[config.mk]
export PLATFORM = sky130hd
export DESIGN_NAME = id_ex_reg
export DESIGN_NICKNAME = d
export VERILOG_FILES = /design/src/rtl/id_ex_reg_pkg.sv /design/src/rtl/id_ex_reg_fwd_sel_gen.sv /design/src/rtl/id_ex_reg.sv
export SDC_FILE = /design/constraint.sdc
export NUM_CORES = 1
export LEC_CHECK = 0
export ABC_AREA = 1
export CAP_MARGIN = 0
export CORE_UTILIZATION = 30
export CTS_CLUSTER_SIZE = 12
export DETAILED_ROUTE_END_ITERATION = 8
export HOLD_SLACK_MARGIN = 0.02
export PLACE_DENSITY = 0.66
export SLEW_MARGIN = 20
export SYNTH_ARGS = -nofsm -noshare
export SYNTH_HDL_FRONTEND = slang
export SYNTH_HIERARCHICAL = 1
export SYNTH_SLANG_ARGS = --single-unit
[constraint.sdc]
create_clock -name clk -period 1.7 [get_ports clk]
set_clock_uncertainty 0.05 [all_clocks]
set_input_delay 0.34 -clock clk [delete_from_list [all_inputs] [get_ports clk]]
set_output_delay 0.34 -clock clk [all_outputs]
set_load 0.01 [all_outputs]
[src/rtl/id_ex_reg_pkg.sv]
// Shared CPU pipeline definitions: data width, ALU-op width and the
// encodings for the EX-stage operand-mux selects.
package id_ex_reg_pkg;

  localparam int DATA_SIZE  = 32;
  localparam int ALU_OP_W   = 4;
  localparam int REG_ADDR_W = 5;

  typedef enum logic [1:0] {
    FWD_REG   = 2'b00,
    FWD_EXMEM = 2'b01,
    FWD_MEMWB = 2'b10,
    FWD_ALT   = 2'b11
  } fwd_sel_e;

endpackage

[src/rtl/id_ex_reg_fwd_sel_gen.sv]
// Combinational forwarding-select generator for one EX operand.
// Priority: alternate source, then younger EX producer, then MEM producer.
module fwd_sel_gen
  import id_ex_reg_pkg::*;
(
  input  logic                  i_use_rs,
  input  logic [REG_ADDR_W-1:0] i_rs_addr,
  input  logic                  i_alt,
  input  logic                  i_ex_valid,
  input  logic                  i_ex_reg_write,
  input  logic [REG_ADDR_W-1:0] i_ex_rd_addr,
  input  logic                  i_mem_valid,
  input  logic                  i_mem_reg_write,
  input  logic [REG_ADDR_W-1:0] i_mem_rd_addr,
  output fwd_sel_e              o_sel
);

  logic w_ex_hit;
  logic w_mem_hit;

  // x0 is hardwired, so a zero destination never forwards
  assign w_ex_hit  = i_use_rs & i_ex_valid & i_ex_reg_write &
                     (i_ex_rd_addr != '0) & (i_ex_rd_addr == i_rs_addr);
  assign w_mem_hit = i_use_rs & i_mem_valid & i_mem_reg_write &
                     (i_mem_rd_addr != '0) & (i_mem_rd_addr == i_rs_addr);

  always_comb begin
    o_sel = FWD_REG;
    if (i_alt)          o_sel = FWD_ALT;
    else if (w_ex_hit)  o_sel = FWD_EXMEM;
    else if (w_mem_hit) o_sel = FWD_MEMWB;
  end

endmodule

[src/rtl/id_ex_reg.sv]
// ID/EX pipeline register with forwarding-select precompute and load-use detect.
// One-cycle latency; stall_i holds all state, flush_i or a load-use hazard inserts a bubble.
module id_ex_reg
  import id_ex_reg_pkg::*;
#(
  parameter int DATA_W = DATA_SIZE
) (
  input  logic                  clk,
  input  logic                  rst,
  input  logic                  stall_i,
  input  logic                  flush_i,
  input  logic                  id_valid,
  input  logic                  id_reg_write,
  input  logic                  id_mem_read,
  input  logic                  id_mem_write,
  input  logic                  id_use_rs1,
  input  logic                  id_use_rs2,
  input  logic                  id_use_pc,
  input  logic                  id_alu_src,
  input  logic [DATA_W-1:0]     id_pc,
  input  logic [DATA_W-1:0]     id_rs1_data,
  input  logic [DATA_W-1:0]     id_rs2_data,
  input  logic [DATA_W-1:0]     id_imm,
  input  logic [REG_ADDR_W-1:0] id_rs1_addr,
  input  logic [REG_ADDR_W-1:0] id_rs2_addr,
  input  logic [REG_ADDR_W-1:0] id_rd_addr,
  input  logic [ALU_OP_W-1:0]   id_alu_op,
  input  logic                  mem_valid,
  input  logic                  mem_reg_write,
  input  logic [REG_ADDR_W-1:0] mem_rd_addr,
  output logic                  ex_valid,
  output logic                  ex_reg_write,
  output logic                  ex_mem_read,
  output logic                  ex_mem_write,
  output logic                  ex_use_rs1,
  output logic                  ex_use_rs2,
  output logic                  ex_use_pc,
  output logic                  ex_alu_src,
  output logic [DATA_W-1:0]     ex_pc,
  output logic [DATA_W-1:0]     ex_rs1_data,
  output logic [DATA_W-1:0]     ex_rs2_data,
  output logic [DATA_W-1:0]     ex_imm,
  output logic [REG_ADDR_W-1:0] ex_rs1_addr,
  output logic [REG_ADDR_W-1:0] ex_rs2_addr,
  output logic [REG_ADDR_W-1:0] ex_rd_addr,
  output logic [ALU_OP_W-1:0]   ex_alu_op,
  output logic [1:0]            ex_fwd_sel_a,
  output logic [1:0]            ex_fwd_sel_b,
  output logic                  load_use_hazard
);

  logic                  r_valid, r_reg_write, r_mem_read, r_mem_write;
  logic                  r_use_rs1, r_use_rs2, r_use_pc, r_alu_src;
  logic [DATA_W-1:0]     r_pc, r_rs1_data, r_rs2_data, r_imm;
  logic [REG_ADDR_W-1:0] r_rs1_addr, r_rs2_addr, r_rd_addr;
  logic [ALU_OP_W-1:0]   r_alu_op;
  fwd_sel_e              r_fwd_sel_a, r_fwd_sel_b;

  fwd_sel_e w_sel_a, w_sel_b;
  logic     w_hazard, w_bubble;

  fwd_sel_gen u_sel_a (
    .i_use_rs       (id_use_rs1),
    .i_rs_addr      (id_rs1_addr),
    .i_alt          (id_use_pc),
    .i_ex_valid     (r_valid),
    .i_ex_reg_write (r_reg_write),
    .i_ex_rd_addr   (r_rd_addr),
    .i_mem_valid    (mem_valid),
    .i_mem_reg_write(mem_reg_write),
    .i_mem_rd_addr  (mem_rd_addr),
    .o_sel          (w_sel_a)
  );

  fwd_sel_gen u_sel_b (
    .i_use_rs       (id_use_rs2),
    .i_rs_addr      (id_rs2_addr),
    .i_alt          (id_alu_src),
    .i_ex_valid     (r_valid),
    .i_ex_reg_write (r_reg_write),
    .i_ex_rd_addr   (r_rd_addr),
    .i_mem_valid    (mem_valid),
    .i_mem_reg_write(mem_reg_write),
    .i_mem_rd_addr  (mem_rd_addr),
    .o_sel          (w_sel_b)
  );

  // A load in EX cannot forward until MEM, so its dependants must wait a cycle
  assign w_hazard = id_valid & r_valid & r_mem_read & (r_rd_addr != '0) &
                    ((id_use_rs1 & (r_rd_addr == id_rs1_addr)) |
                     (id_use_rs2 & (r_rd_addr == id_rs2_addr)));
  assign w_bubble = flush_i | w_hazard;

  always_ff @(posedge clk or negedge rst) begin
    if (!rst) begin
      r_valid     <= 1'b0;
      r_reg_write <= 1'b0;
      r_mem_read  <= 1'b0;
      r_mem_write <= 1'b0;
      r_use_rs1   <= 1'b0;
      r_use_rs2   <= 1'b0;
      r_use_pc    <= 1'b0;
      r_alu_src   <= 1'b0;
      r_pc        <= '0;
      r_rs1_data  <= '0;
      r_rs2_data  <= '0;
      r_imm       <= '0;
      r_rs1_addr  <= '0;
      r_rs2_addr  <= '0;
      r_rd_addr   <= '0;
      r_alu_op    <= '0;
      r_fwd_sel_a <= FWD_REG;
      r_fwd_sel_b <= FWD_REG;
    end else if (!stall_i) begin
      if (w_bubble) begin
        // operand fields keep their old values; only the qualifiers drop
        r_valid     <= 1'b0;
        r_reg_write <= 1'b0;
        r_mem_read  <= 1'b0;
        r_mem_write <= 1'b0;
        r_fwd_sel_a <= FWD_REG;
        r_fwd_sel_b <= FWD_REG;
      end else begin
        r_valid     <= id_valid;
        r_reg_write <= id_valid & id_reg_write;
        r_mem_read  <= id_valid & id_mem_read;
        r_mem_write <= id_valid & id_mem_write;
        r_fwd_sel_a <= id_valid ? w_sel_a : FWD_REG;
        r_fwd_sel_b <= id_valid ? w_sel_b : FWD_REG;
        r_use_rs1   <= id_use_rs1;
        r_use_rs2   <= id_use_rs2;
        r_use_pc    <= id_use_pc;
        r_alu_src   <= id_alu_src;
        r_pc        <= id_pc;
        r_rs1_data  <= id_rs1_data;
        r_rs2_data  <= id_rs2_data;
        r_imm       <= id_imm;
        r_rs1_addr  <= id_rs1_addr;
        r_rs2_addr  <= id_rs2_addr;
        r_rd_addr   <= id_rd_addr;
        r_alu_op    <= id_alu_op;
      end
    end
  end

  assign ex_valid        = r_valid;
  assign ex_reg_write    = r_reg_write;
  assign ex_mem_read     = r_mem_read;
  assign ex_mem_write    = r_mem_write;
  assign ex_use_rs1      = r_use_rs1;
  assign ex_use_rs2      = r_use_rs2;
  assign ex_use_pc       = r_use_pc;
  assign ex_alu_src      = r_alu_src;
  assign ex_pc           = r_pc;
  assign ex_rs1_data     = r_rs1_data;
  assign ex_rs2_data     = r_rs2_data;
  assign ex_imm          = r_imm;
  assign ex_rs1_addr     = r_rs1_addr;
  assign ex_rs2_addr     = r_rs2_addr;
  assign ex_rd_addr      = r_rd_addr;
  assign ex_alu_op       = r_alu_op;
  assign ex_fwd_sel_a    = r_fwd_sel_a;
  assign ex_fwd_sel_b    = r_fwd_sel_b;
  assign load_use_hazard = w_hazard;

endmodule

==> Flow_metrics.wiki <==
{| class="wikitable"
! Metric !! Value
|-
| GRT met2 Usage || 36.74%
|-
| Worst setup slack after layout || -0.3508 ns
|-
| Total nets after synthesis || ~1,000
|-
| Tightest Pin Transition || about 0.5 ns
|-
| Maximum clock path buffer count || 2
|-
| Final Setup Violations || 161
|-
| Later-pin clock latency in the skew report || approximately 0.42 ns
|-
| Initial drt markers || slightly below 500
|-
| Hold Crit Class || primary input to flip-flop
|-
| Total track usage || between 20% and 30%
|-
| Portion of the clock cycle consumed by the worst path in the final layout || 120.6%
|-
| Area growth from synthesis to layout || 77.53%
|-
| Status || finished with violations
|-
| Clock period minus worst slack || about 2.1 ns
|-
| Initial core utilization || between 30% and 40%
|-
| Initial antenna violation count || 1
|-
| Most repeated library cell on the critical path || nand4_1
|-
| Post-synthesis instance area || 0.007022 sq mm
|-
| Final count of hold timing violations || 0
|-
| YS warnings || 6
|-
| Average detailed-routed wire length per instance || 17.57 um
|-
| Beginning of the worst hold path || id_rs2_addr[1]
|-
| Synthesized instance count || ~900
|-
| Non-filler instance count after layout || roughly 1,600
|-
| Post-synthesis area per instance || around 8 sq um
|-
| Count of maximum capacitance violations || 0
|-
| Number of detailed-route iterations in the first pass || 5
|-
| Share of cells above drive strength 1 || approximately 18%
|-
| FF+latch count, synth || roughly 160
|-
| Adder and majority cell fraction of the synthesized area || 0%
|-
| Placed wire-length estimate || ~18,000 um
|-
| Post-synthesis compound-gate area fraction || less than 1%
|-
| Cell accounting for the most synthesized area || dfrtp_1
|-
| Met3 track demand over resource || under 10%
|-
| Delay of the slowest critical-path stage || 0.46 ns
|-
| Placed cells || 1,519
|-
| Via count of the first global-routing pass || 7,243
|-
| Number of buffer and inverter instances along the worst setup path || 3
|-
| Largest family of logic cells by synthesized area || simple AND/OR/NAND/NOR gates
|-
| Number of different library cells in the post-synthesis netlist || 18
|-
| Quantity of I/O buffers inserted on ports || ~330
|-
| Cell with the most instances after synthesis || nand2_1
|-
| Startpoint of the lowest-slack register-to-register path || ex_rd_addr[0]$_DFFE_PN0P_
|-
| Total length of routed wires || roughly 28,000 um
|-
| Largest net degree at the start of global routing || 62
|-
| Achievable frequency || 487.6 MHz
|-
| Depth of the worst hold-timing path || 4
|-
| Peak-usage layer in the global routing report || met2
|-
| Final hold slack || ~0.32 ns
|-
| Max stage delay cell, worst path || dfrtp_2
|-
| Number of buffers created by CTS || 17
|-
| Simple-gate share of the synthesized area || ~36%
|-
| Fraction of synthesized cell area in xor and xnor cells || less than 1%
|-
| Total gr overflow || 0
|-
| GR met1 Demand/Resource || 25.64%
|-
| Crit-path max FO || 7
|-
| Root Driver || clkbuf_16
|-
| Pins Over Slew Limit || 0
|-
| CP Capture Type || primary output
|-
| Per-cell via count in the routed design || between 4 and 5
|-
| Worst r2r path cells || 12
|-
| Vertical die dimension || about 150 um
|-
| Post-synth top cells || 412 x nand2_1, 162 x nand3_1, 159 x dfrtp_1
|-
| DRC violation count after routing || 0
|-
| Worst Path Required || between 1 and 1.5 ns
|-
| Power density of the placed cells || around 890 mW/mm^2
|-
| Cell-by-cell listing of the critical path || nor2_2 > nand4_1 > nand4_1 > inv_2 > nand2_8 > inv_4 > buf_6
|-
| TritonCTS clock tree || done
|-
| Capture endpoint of the worst hold path || ex_rs2_addr[1]$_DFFE_PN0P_
|-
| Post-layout nets || approximately 1,400
|-
| H-tree level count || 4
|-
| Count of flip-flops with a built-in enable after synthesis || 0
|-
| Number of primary I/O pins || between 300 and 400
|-
| Leak Pwr || between 0.006 and 0.007 uW
|-
| Top post-synthesis cells by area || dfrtp_1 57%, nand2_1 22%, nand3_1 12%, inv_1 2.2%, buf_2 1.4%
|-
| Clock transition at the register clock pins on the worst setup and hold paths after CTS || about 0.07 ns
|-
| Category of cells accounting for the largest share of critical-path delay || simple AND/OR/NAND/NOR gates
|-
| FFs w/ async S/R, synth || 100.0%
|-
| Failing checks || setup timing
|-
| Tightest slew margin relative to the limit || 66.88%
|-
| Proportion of synthesized area in mux cells || 0%
|-
| R2R setup slack || -0.34 ns
|-
| Sequential element share of the synthesized area || between 50 and 60%
|-
| Vias || between 7,000 and 8,000
|-
| Core footprint || around 0.023 sq mm
|-
| Area share of the largest cell type after synthesis || 56.66%
|-
| Die area || around 0.024 sq mm
|-
| Unrepaired setup endpoints after global routing || yes
|-
| Global-route wire length before repair || 40,520 um
|-
| Most instantiated flip-flop cell in the synthesis netlist || dfrtp_1
|-
| CP startpoint kind || flip-flop
|-
| RD Place Congestion || between 0.8 and 0.9
|-
| Utilization after layout || about 55%
|-
| Setup CP Type || flip-flop to primary output
|-
| Remaining number of nets flagged by the antenna check after routing || 0
|-
| Endpoint of the worst register-to-register path || ex_rs2_data[21]$_DFFE_PN0P_
|-
| Arrival @ worst endpoint || between 1.5 and 2 ns
|-
| Overall die width || 155.0 um
|-
| Clock sink count || 159
|-
| Row count || 55
|-
| Maximum vdd drop || 0.5465 mV
|-
| Final TNS setup || -43.83 ns
|}
==> layout by cell type, fill, tap and decap left out, types with 20 or more instances in the layout <==
| cell | n |
|---|---|
| nand2_1 | 335 |
| clkdlybuf4s50_1 | 160 |
| nand3_1 | 158 |
| dfrtp_1 | 156 |
| dlygate4sd2_1 | 155 |
| nand2_2 | 57 |
| buf_4 | 47 |
| inv_1 | 39 |
| clkbuf_16 | 24 |
| nor2_1 | 20 |
| nand2_4 | 20 |
==> cell families (layout without fill, tap and decap cells) <==
| kind of cell | Yosys count | count (layout) |
|---|---|---|
| flops | 159 | 159 |
| other cells | 0 | 1 |
| compound gates | 2 | 2 |
| buf+inv | 98 | 495 |
| simple gates | 615 | 616 |
| xor+xnor | 4 | 4 |
==> area by class of cell <==
cell class	count	area, sq um
fill	2080	10310
timing repair buffer	417	4329
sequential	159	3983
multi-input combinational	622	2983
clock buffer	18	439.2
tap	313	391.6
inverter	46	177.7
clock inverter	14	160.2
antenna	1	2.502
==> power breakdown <==
part	switching [uW]	leakage [uW]	internal, uW
registers	306	0.00197	4240
logic	1280	0.00436	1350
clock network	1840	0.000287	2140
==> through the flow <==
step | power, uW | cell area (sq um) | setup slack, ns
floorplan | 5458 | 7024 | 0.009279
global placement | 7248 | 11000 | -0.8400
detailed placement | 7284 | 11000 | -0.8384
CTS | 11060 | 11940 | -0.3358
global route | 11720 | 12470 | -0.4265
finish | 11160 | 12470 | -0.3508
==> how the worst max path moves through the flow <==
stage | startpoint | endpoint | cells past startpoint
final | ex_rd_addr[0]$_DFFE_PN0P_ | load_use_hazard | 7
after global routing | ex_rd_addr[0]$_DFFE_PN0P_ | load_use_hazard | 7
after CTS | ex_rd_addr[3]$_DFFE_PN0P_ | load_use_hazard | 8
after detailed placement | id_rs1_addr[1] | load_use_hazard | 10
after global placement | id_rs1_addr[1] | load_use_hazard | 10
after floorplan | ex_rd_addr[4]$_DFFE_PN0P_ | load_use_hazard | 9
==> worst reg2reg max path, cell delays in order, from the launching register on <==
cell	delay (ns)
dfrtp_2	0.46
nor2_2	0.14
nand4_1	0.20
nand4_1	0.15
inv_2	0.08
nand2_8	0.08
buf_6	0.11
buf_12	0.12
buf_12	0.11
nand2_8	0.10
buf_16	0.20
nand2_2	0.06
nand2_1	0.06
==> metal layers <==
metal | vias up | part of all wire [%]
met2 | 337 | 49
li1 | 3539 | -
met4 | 0 | 2.7
met3 | 48 | 8.8
met5 | - | 0
met1 | 3554 | 40
==> state kept, by name (all words and copies together), names as in the netlist, 2 cells and up <==
name          cells
ex_alu_op         4
ex_fwd_sel_a      2
ex_fwd_sel_b      2
ex_imm           32
ex_pc            32
ex_rd_addr        5
ex_rs1_addr       5
ex_rs1_data      32
ex_rs2_addr       5
ex_rs2_data      32
==> repair_timing <==
action | in CTS | in global routing
endpoints found under the setup margin | 318 | 165
hold endpoints to repair | 35 | 0
buffers inserted | 14 | 5
resized for setup | 208 | 119
pin swaps | 7 | 17
gates cloned | 10 | 11
hold buffers | 1 | 0
(Power assumes the default switching activity.)
